`src/rtl/sprite_sched_pkg.sv`:
```
// Shared types and constants for the sprite display scheduler.
// Contents: slot FSM state enum, read-address field widths, slot count.
package sprite_sched_pkg;

    localparam int unsigned NUM_SLOTS = 2;
    localparam int unsigned COORD_W   = 10;
    localparam int unsigned INDEX_W   = 10;
    localparam int unsigned SLOT_W    = 1;
    localparam int unsigned BANK_W    = 1;
    localparam int unsigned ADDR_W    = BANK_W + SLOT_W + INDEX_W;

    typedef enum logic [1:0] {
        IDLE    = 2'b00,
        LOADING = 2'b01,
        PENDING = 2'b10
    } slot_state_t;

endpackage

```
`src/rtl/sprite_bank_fsm.sv`:
```
// Per-slot load sequencer: tracks loader progress and owns the front-bank bit.
// The front bank only flips on a frame_start that finds the slot PENDING.
// Ports:
//   clk, rst_n   - clock, async active-low reset
//   frame_start  - start of vertical blank
//   load_start   - loader begins filling this slot
//   load_done    - loader finished this slot
//   state        - current FSM state (registered)
//   front_bank   - bank read by scan-out (registered); loader uses the other
module sprite_bank_fsm
    import sprite_sched_pkg::*;
(
    input  logic        clk,
    input  logic        rst_n,
    input  logic        frame_start,
    input  logic        load_start,
    input  logic        load_done,
    output slot_state_t state,
    output logic        front_bank
);

    slot_state_t state_next;
    logic        front_next;

    // State and bank registers
    always_ff @(posedge clk or negedge rst_n) begin
        if (!rst_n) begin
            state      <= IDLE;
            front_bank <= 1'b0;
        end else begin
            state      <= state_next;
            front_bank <= front_next;
        end
    end

    // Next state; load_start always wins over load_done/frame_start
    always_comb begin
        state_next = state;
        front_next = front_bank;
        case (state)
            IDLE: begin
                if (load_start) state_next = LOADING;
            end
            LOADING: begin
                if (load_start)     state_next = LOADING;
                else if (load_done) state_next = PENDING;
            end
            PENDING: begin
                if (load_start) begin
                    state_next = LOADING;
                end else if (frame_start) begin
                    state_next = IDLE;
                    front_next = ~front_bank;
                end
            end
            default: state_next = IDLE;
        endcase
    end

endmodule

```
`src/rtl/sprite_display_scheduler.sv`:
```
// Sprite RAM sequencer and placer for two sprites (slot 1 drawn over slot 0).
// Ping-pongs each slot's RAM banks between loader and scan-out, hit-tests the
// scan position, issues RAM read addresses and aligns the returned pixel.
// Optional macro SPRITE_MIRROR_EN adds a per-slot horizontal flip.
// Ports:
//   vgaclk, reset_n            - pixel clock, async active-low reset
//   x, y                       - current scan position
//   frame_start                - start of vertical blank
//   load_start/done, load_slot - loader handshake pulses
//   pos_we, pos_slot, pos_x, pos_y, pos_flip - position shadow write
//   wr_bank                    - loader bank per slot
//   rd_addr                    - {bank, slot, index} to RAM read port
//   pixel_q                    - RAM read data
//   pal_idx, pix_valid         - aligned palette index and opaque flag
//   slot_state                 - {slot1, slot0} FSM states
module sprite_display_scheduler
    import sprite_sched_pkg::*;
#(
    parameter int unsigned SPRITEWIDTH  = 32,
    parameter int unsigned BITSPERPIXEL = 4,
    parameter int unsigned RAM_LATENCY  = 1
) (
    input  logic                    vgaclk,
    input  logic                    reset_n,
    input  logic [COORD_W-1:0]      x,
    input  logic [COORD_W-1:0]      y,
    input  logic                    frame_start,
    input  logic                    load_start,
    input  logic                    load_done,
    input  logic                    load_slot,
    input  logic                    pos_we,
    input  logic                    pos_slot,
    input  logic [COORD_W-1:0]      pos_x,
    input  logic [COORD_W-1:0]      pos_y,
    input  logic                    pos_flip,
    output logic [NUM_SLOTS-1:0]    wr_bank,
    output logic [ADDR_W-1:0]       rd_addr,
    input  logic [BITSPERPIXEL-1:0] pixel_q,
    output logic [BITSPERPIXEL-1:0] pal_idx,
    output logic                    pix_valid,
    output logic [3:0]              slot_state
);

    localparam int unsigned COL_W = $clog2(SPRITEWIDTH);

    slot_state_t         state      [NUM_SLOTS];
    logic [NUM_SLOTS-1:0] front_bank;
    logic [COORD_W-1:0]  shadow_x   [NUM_SLOTS];
    logic [COORD_W-1:0]  shadow_y   [NUM_SLOTS];
    logic [COORD_W-1:0]  active_x   [NUM_SLOTS];
    logic [COORD_W-1:0]  active_y   [NUM_SLOTS];
    logic [NUM_SLOTS-1:0] hit;
    logic [INDEX_W-1:0]  idx        [NUM_SLOTS];
    logic                sel_hit;
    logic [SLOT_W-1:0]   sel_slot;
    logic [ADDR_W-1:0]   next_addr;
    logic [RAM_LATENCY:0] hit_pipe;
    logic                out_valid;

`ifdef SPRITE_MIRROR_EN
    logic [NUM_SLOTS-1:0] shadow_flip;
    logic [NUM_SLOTS-1:0] active_flip;
`else
    logic unused_flip;
    assign unused_flip = pos_flip;
`endif

    for (genvar s = 0; s < NUM_SLOTS; s++) begin : g_slot
        logic [COORD_W:0] end_x;
        logic [COORD_W:0] end_y;
        logic [COL_W-1:0] dx;
        logic [COL_W-1:0] dy;
        logic [COL_W-1:0] col;

        sprite_bank_fsm u_fsm (
            .clk         (vgaclk),
            .rst_n       (reset_n),
            .frame_start (frame_start),
            .load_start  (load_start && (load_slot == 1'(s))),
            .load_done   (load_done && (load_slot == 1'(s))),
            .state       (state[s]),
            .front_bank  (front_bank[s])
        );

        // Hit window in 11 bits so positions near the edge clip, never wrap
        assign end_x  = 11'(active_x[s]) + 11'(SPRITEWIDTH);
        assign end_y  = 11'(active_y[s]) + 11'(SPRITEWIDTH);
        assign hit[s] = (x >= active_x[s]) && (11'(x) < end_x) &&
                        (y >= active_y[s]) && (11'(y) < end_y);

        assign dx = COL_W'(x - active_x[s]);
        assign dy = COL_W'(y - active_y[s]);
`ifdef SPRITE_MIRROR_EN
        // ~dx equals SPRITEWIDTH-1-dx for a power-of-two width
        assign col = active_flip[s] ? ~dx : dx;
`else
        assign col = dx;
`endif
        assign idx[s] = INDEX_W'({dy, col});
    end

    assign wr_bank    = ~front_bank;
    assign slot_state = {state[1], state[0]};

    // Slot 1 has priority; no fall-through to slot 0 on transparency
    always_comb begin
        sel_hit   = |hit;
        sel_slot  = SLOT_W'(hit[1]);
        next_addr = {front_bank[sel_slot], sel_slot, idx[sel_slot]};
    end

    // Position shadows; a write coinciding with frame_start goes live at once
    always_ff @(posedge vgaclk or negedge reset_n) begin
        if (!reset_n) begin
            for (int s = 0; s < NUM_SLOTS; s++) begin
                shadow_x[s] <= '0;
                shadow_y[s] <= '0;
                active_x[s] <= '0;
                active_y[s] <= '0;
            end
        end else begin
            for (int s = 0; s < NUM_SLOTS; s++) begin
                if (pos_we && (pos_slot == 1'(s))) begin
                    shadow_x[s] <= pos_x;
                    shadow_y[s] <= pos_y;
                end
                if (frame_start) begin
                    active_x[s] <= (pos_we && (pos_slot == 1'(s))) ? pos_x : shadow_x[s];
                    active_y[s] <= (pos_we && (pos_slot == 1'(s))) ? pos_y : shadow_y[s];
                end
            end
        end
    end

`ifdef SPRITE_MIRROR_EN
    // Flip bit follows the same shadow/active discipline as the position
    always_ff @(posedge vgaclk or negedge reset_n) begin
        if (!reset_n) begin
            shadow_flip <= '0;
            active_flip <= '0;
        end else begin
            for (int s = 0; s < NUM_SLOTS; s++) begin
                if (pos_we && (pos_slot == 1'(s))) shadow_flip[s] <= pos_flip;
                if (frame_start)
                    active_flip[s] <= (pos_we && (pos_slot == 1'(s))) ? pos_flip : shadow_flip[s];
            end
        end
    end
`endif

    assign out_valid = hit_pipe[RAM_LATENCY] && (pixel_q != '0);

    // Address register, hit delay line matched to RAM latency, output stage
    always_ff @(posedge vgaclk or negedge reset_n) begin
        if (!reset_n) begin
            rd_addr   <= '0;
            hit_pipe  <= '0;
            pal_idx   <= '0;
            pix_valid <= 1'b0;
        end else begin
            if (sel_hit) rd_addr <= next_addr;
            hit_pipe[0] <= sel_hit;
            for (int i = 1; i <= RAM_LATENCY; i++) hit_pipe[i] <= hit_pipe[i-1];
            pix_valid <= out_valid;
            pal_idx   <= out_valid ? pixel_q : '0;
        end
    end

endmodule

```
`config.mk`:
```
export PLATFORM = sky130hd
export DESIGN_NAME = sprite_display_scheduler
export DESIGN_NICKNAME = d
export VERILOG_FILES = /design/src/rtl/sprite_sched_pkg.sv /design/src/rtl/sprite_bank_fsm.sv /design/src/rtl/sprite_display_scheduler.sv
export SDC_FILE = /design/constraint.sdc
export NUM_CORES = 1
export LEC_CHECK = 0
export ABC_AREA = 1
export BUFFER_PORTS_ARGS = -buffer_cell sky130_fd_sc_hd__buf_2
export CAP_MARGIN = 5
export CORE_MARGIN = 1.5
export CORE_UTILIZATION = 53
export DETAILED_ROUTE_END_ITERATION = 10
export GPL_TIMING_DRIVEN = 0
export PLACE_DENSITY = 0.76
export SLEW_MARGIN = 30
export SYNTH_ARGS = -nofsm -noshare
export SYNTH_HDL_FRONTEND = slang
export SYNTH_HIERARCHICAL = 1
export SYNTH_SLANG_ARGS = --single-unit
export TNS_END_PERCENT = 30
```
`constraint.sdc`:
```
create_clock -name vgaclk -period 3.5 [get_ports vgaclk]
set_input_delay 0.175 -clock vgaclk [delete_from_list [all_inputs] [get_ports vgaclk]]
set_output_delay 0.175 -clock vgaclk [all_outputs]
set_load 0.01 [all_outputs]
```
==> impl_metrics.yaml <==
setup_path:
  startpoint: "active_x[5]"
  cp-start-kind: "register"
  crit_chain: "ha_2, inv_1, ha_1, inv_1, nor2_1, a21oi_1, a21oi_2, nor2_4, nand3_4, buf_8, nand2_4, o21ai_2, ha_2, fa_2, o21ai_2, xor2_2, inv_1, nand3_1, nand2_1, nand2_1, nand2_1"
  crit_fanout: 5
  cp_data_required_time_ps: 3750
  r2r-start: "active_x[5]"
  slowest_stage: "dfrtp_1"
  cp_slowest_stage_delay_ps: 420
  endpoint_kind: "register"
  criticalPathCategory: "register to register"
  critPathArrivalTime_ps: 3690
cells_and_area:
  drive_gt1_share_pct: 15.6
  post-route-util_pct: 64.5
  num_antenna_cells: 0
  register_area_sq_mm: 0.00263
  num-fill-cells: 1005
  nets: 1024
  fin_cells: 1045
  area_growth_pct: 17.6
  multiInputGateArea_sq_mm: 0.00326
yosys:
  synth_edf_count: 0
  yosysUniqueCellTypes: 34
  synth.net_count: 926
  yosys-top-cells-area: "dfrtp_1 (41%), ha_1 (14%), nand2_1 (13%)"
  avgSynthCellArea_sq_um: 7.94
  yosys.area.top_type: "dfrtp_1"
  yosys_warnings: 6
  ys.flop_type: "dfrtp_1"
  synth_common_cells: "nand2_1 (218), inv_1 (122), dfrtp_1 (105)"
  syn_inst: 799
  synth_top_area_share_pct: 41.4
  ys_seq_elements: 105
  yosysSeqAreaShare_pct: 41.4
  yosysMostFrequentCell: "nand2_1"
  syn-cell-area_sq_mm: 0.00635
  async_reset_ff_share_pct: 100
cts:
  cts_tree: "built"
  clkTransAtPathRegs_ps: 70
  cts-buffers-inserted: 9
  h-tree-depth: 3
  clock_latency_ps: 350
  clockBufferDepth: 2
  clock-sinks: 105
  clock-root-buffer: "clkbuf_16"
grt:
  grt_overflow_total: 0
  antenna_found_initial: 0
  grt_pass1_vias: 5314
  grt_pass1_wl_microns: 25100
  grt_max_degree: 57
  track_usage_pct: 25.5
timing:
  tns_ps: 0
  hold_viol: 0
  slew_violations: 0
  rsz0062_at_grt: "true"
  period_minus_slack_ps: 3440
  fin_skew_ps: 7.20
  period_share_pct: 98.4
  worst_pin_slew_ps: 694
  setup_viol: 0
  slew_headroom_pct: 53.1
  max_clock_freq_ghz: 0.290
hold_path:
  hp-class: "primary input to register"
  hp-start: "pixel_q[1]"
place:
  dp_cells: 1017
  dpl.hpwl_microns: 11400
  globalplace.congestion: 0.863
  portBuffers: 74
job:
  maxCapViolCount: 0
run_status:
  status: "finished with violations"
  violations: "design-rule violations"
floorplanning:
  fp.dieW_microns: 112
  core-area_sq_mm: 0.0116
  dieArea_sq_mm: 0.0126
  boundaryPins: 76
  rows: 39
  start_util_pct: 54.9
  chipHeight_microns: 112
drt:
  detail_route.vias_per_cell: 5.22
  via_count: 5454
  first_iter_violations: 309
  routedWlPerCell_microns: 14.8
  drt_wl_total_microns: 15500
  ant_nets: 0
  first_pass_iters: 8
  drcViolationCount: 3
power:
  power.density_mw_per_mm2: 533
  leakage_nw: 3.99
  vdd_ir_drop_max_v: 0.000303
-- area by class of cell --
class,instances,share of cell area [%]
clock inverters,6,1.32
flip-flops and latches,105,35.2
well taps,143,2.40
repair buffers,87,6.65
clock buffers,10,3.07
multi-input cells,549,43.6
inverters,124,6.27
plain buffers,21,1.48
-- sequential cells by signal, summed over array words and instances, names as in the netlist --
name / count
shadow_x: 20
pix_valid: 1
g_slot.u_fsm/state: 4
active_y: 20
hit_pipe: 2
pal_idx: 4
rd_addr: 12
active_x: 20
g_slot.u_fsm/front_bank: 2
shadow_y: 20
-- worst paths after layout --
path	end	slack, ps	cells after the start
worst max-delay path	rd_addr[4]	60	21
worst min-delay path	pal_idx[1]	30	3
worst max register to register	rd_addr[4]	60	21
worst min register to register	hit_pipe[1]	350	0
max in group asynchronous	active_y[15]	2500	3
min in group asynchronous	pix_valid	340	2
-- cells in the final DEF (no fill, tap or decap), drive strengths merged --
cell type    netlist  routed
a21oi             28      28
fa                 2       2
nor2              41      41
o21a               1       1
nand2            220     220
nand3             42      42
o2111ai            1       1
buf                5      93
a21boi             2       2
clkinv             0       1
dfrtp            105     105
o41ai              1       1
o21ai             95      95
clkbuf            16      24
o21bai             2       2
nand3b             5       5
nor3               4       4
dlygate4sd3        0       1
nor4               2       2
xnor2              6       6
bufinv             0       2
nand4              7       7
ha                72      72
clkinvlp           0       1
a21o               4       4
inv              124     126
xor2              12      12
mux2               2       2
-- critical path: cells and delay by family, from the launching register on --
kind	cells	cell delay, ps
XOR/XNOR	1	210
AO/OA/AOI/OAI	4	580
AND/OR/NAND/NOR	8	560
flip-flops	1	420
adder cells (fa/ha/maj)	4	1210
buffers and inverters	4	330
-- layer usage --
metal / wire length, microns / vias to the layer above / global-route usage [%]
li1: - / 2758 / -
met1: 6900 / 2535 / 33.1
met2: 7490 / 136 / 43.4
met3: 771 / 25 / 4.64
met4: 356 / 0 / 8.61
met5: 0 / - / 0
-- report_power, final --
part           switching [mW]  internal (mW)
sequential              0.125           1.43
combinational           0.776          0.522
clock                   0.486          0.639
total                    1.39           2.59
-- cells by family (layout without fill, tap and decap cells) --
| logic type | after synthesis | count (layout) | synth area share, % |
|---|---|---|---|
| buffers and inverters | 145 | 248 | 8.77 |
| XOR/XNOR | 18 | 18 | 2.48 |
| adder cells (fa/ha/maj) | 74 | 74 | 14.8 |
| AND/OR/NAND/NOR | 321 | 321 | 21.1 |
| flip-flops | 105 | 105 | 41.4 |
| multiplexers | 2 | 2 | 0.355 |
| AO/OA/AOI/OAI | 134 | 134 | 11.0 |
-- metrics by stage --
stage          setup slack, ps  cell area, sq um  power (mW)  hold WS, ps
2_1_floorplan              231              6350        2.37         -121
3_3_place_gp              -381              6900        2.73          337
3_5_place_dp              -385              6930        2.77          158
4_1_cts                   15.5              7320        3.93         26.2
5_1_grt                   -138              7460        4.24         27.6
6_report                  57.0              7460        3.98         32.7
-- timing repair --
item                       4_1_cts  5_1_grt
hold endpoints to repair        49        0
hold buffers                     1        0
pin swaps                        4       18
setup endpoints to repair        2        3
setup buffers                    3        8
resized for setup               11       26
Note: power is estimated with default switching activity, not from simulation.
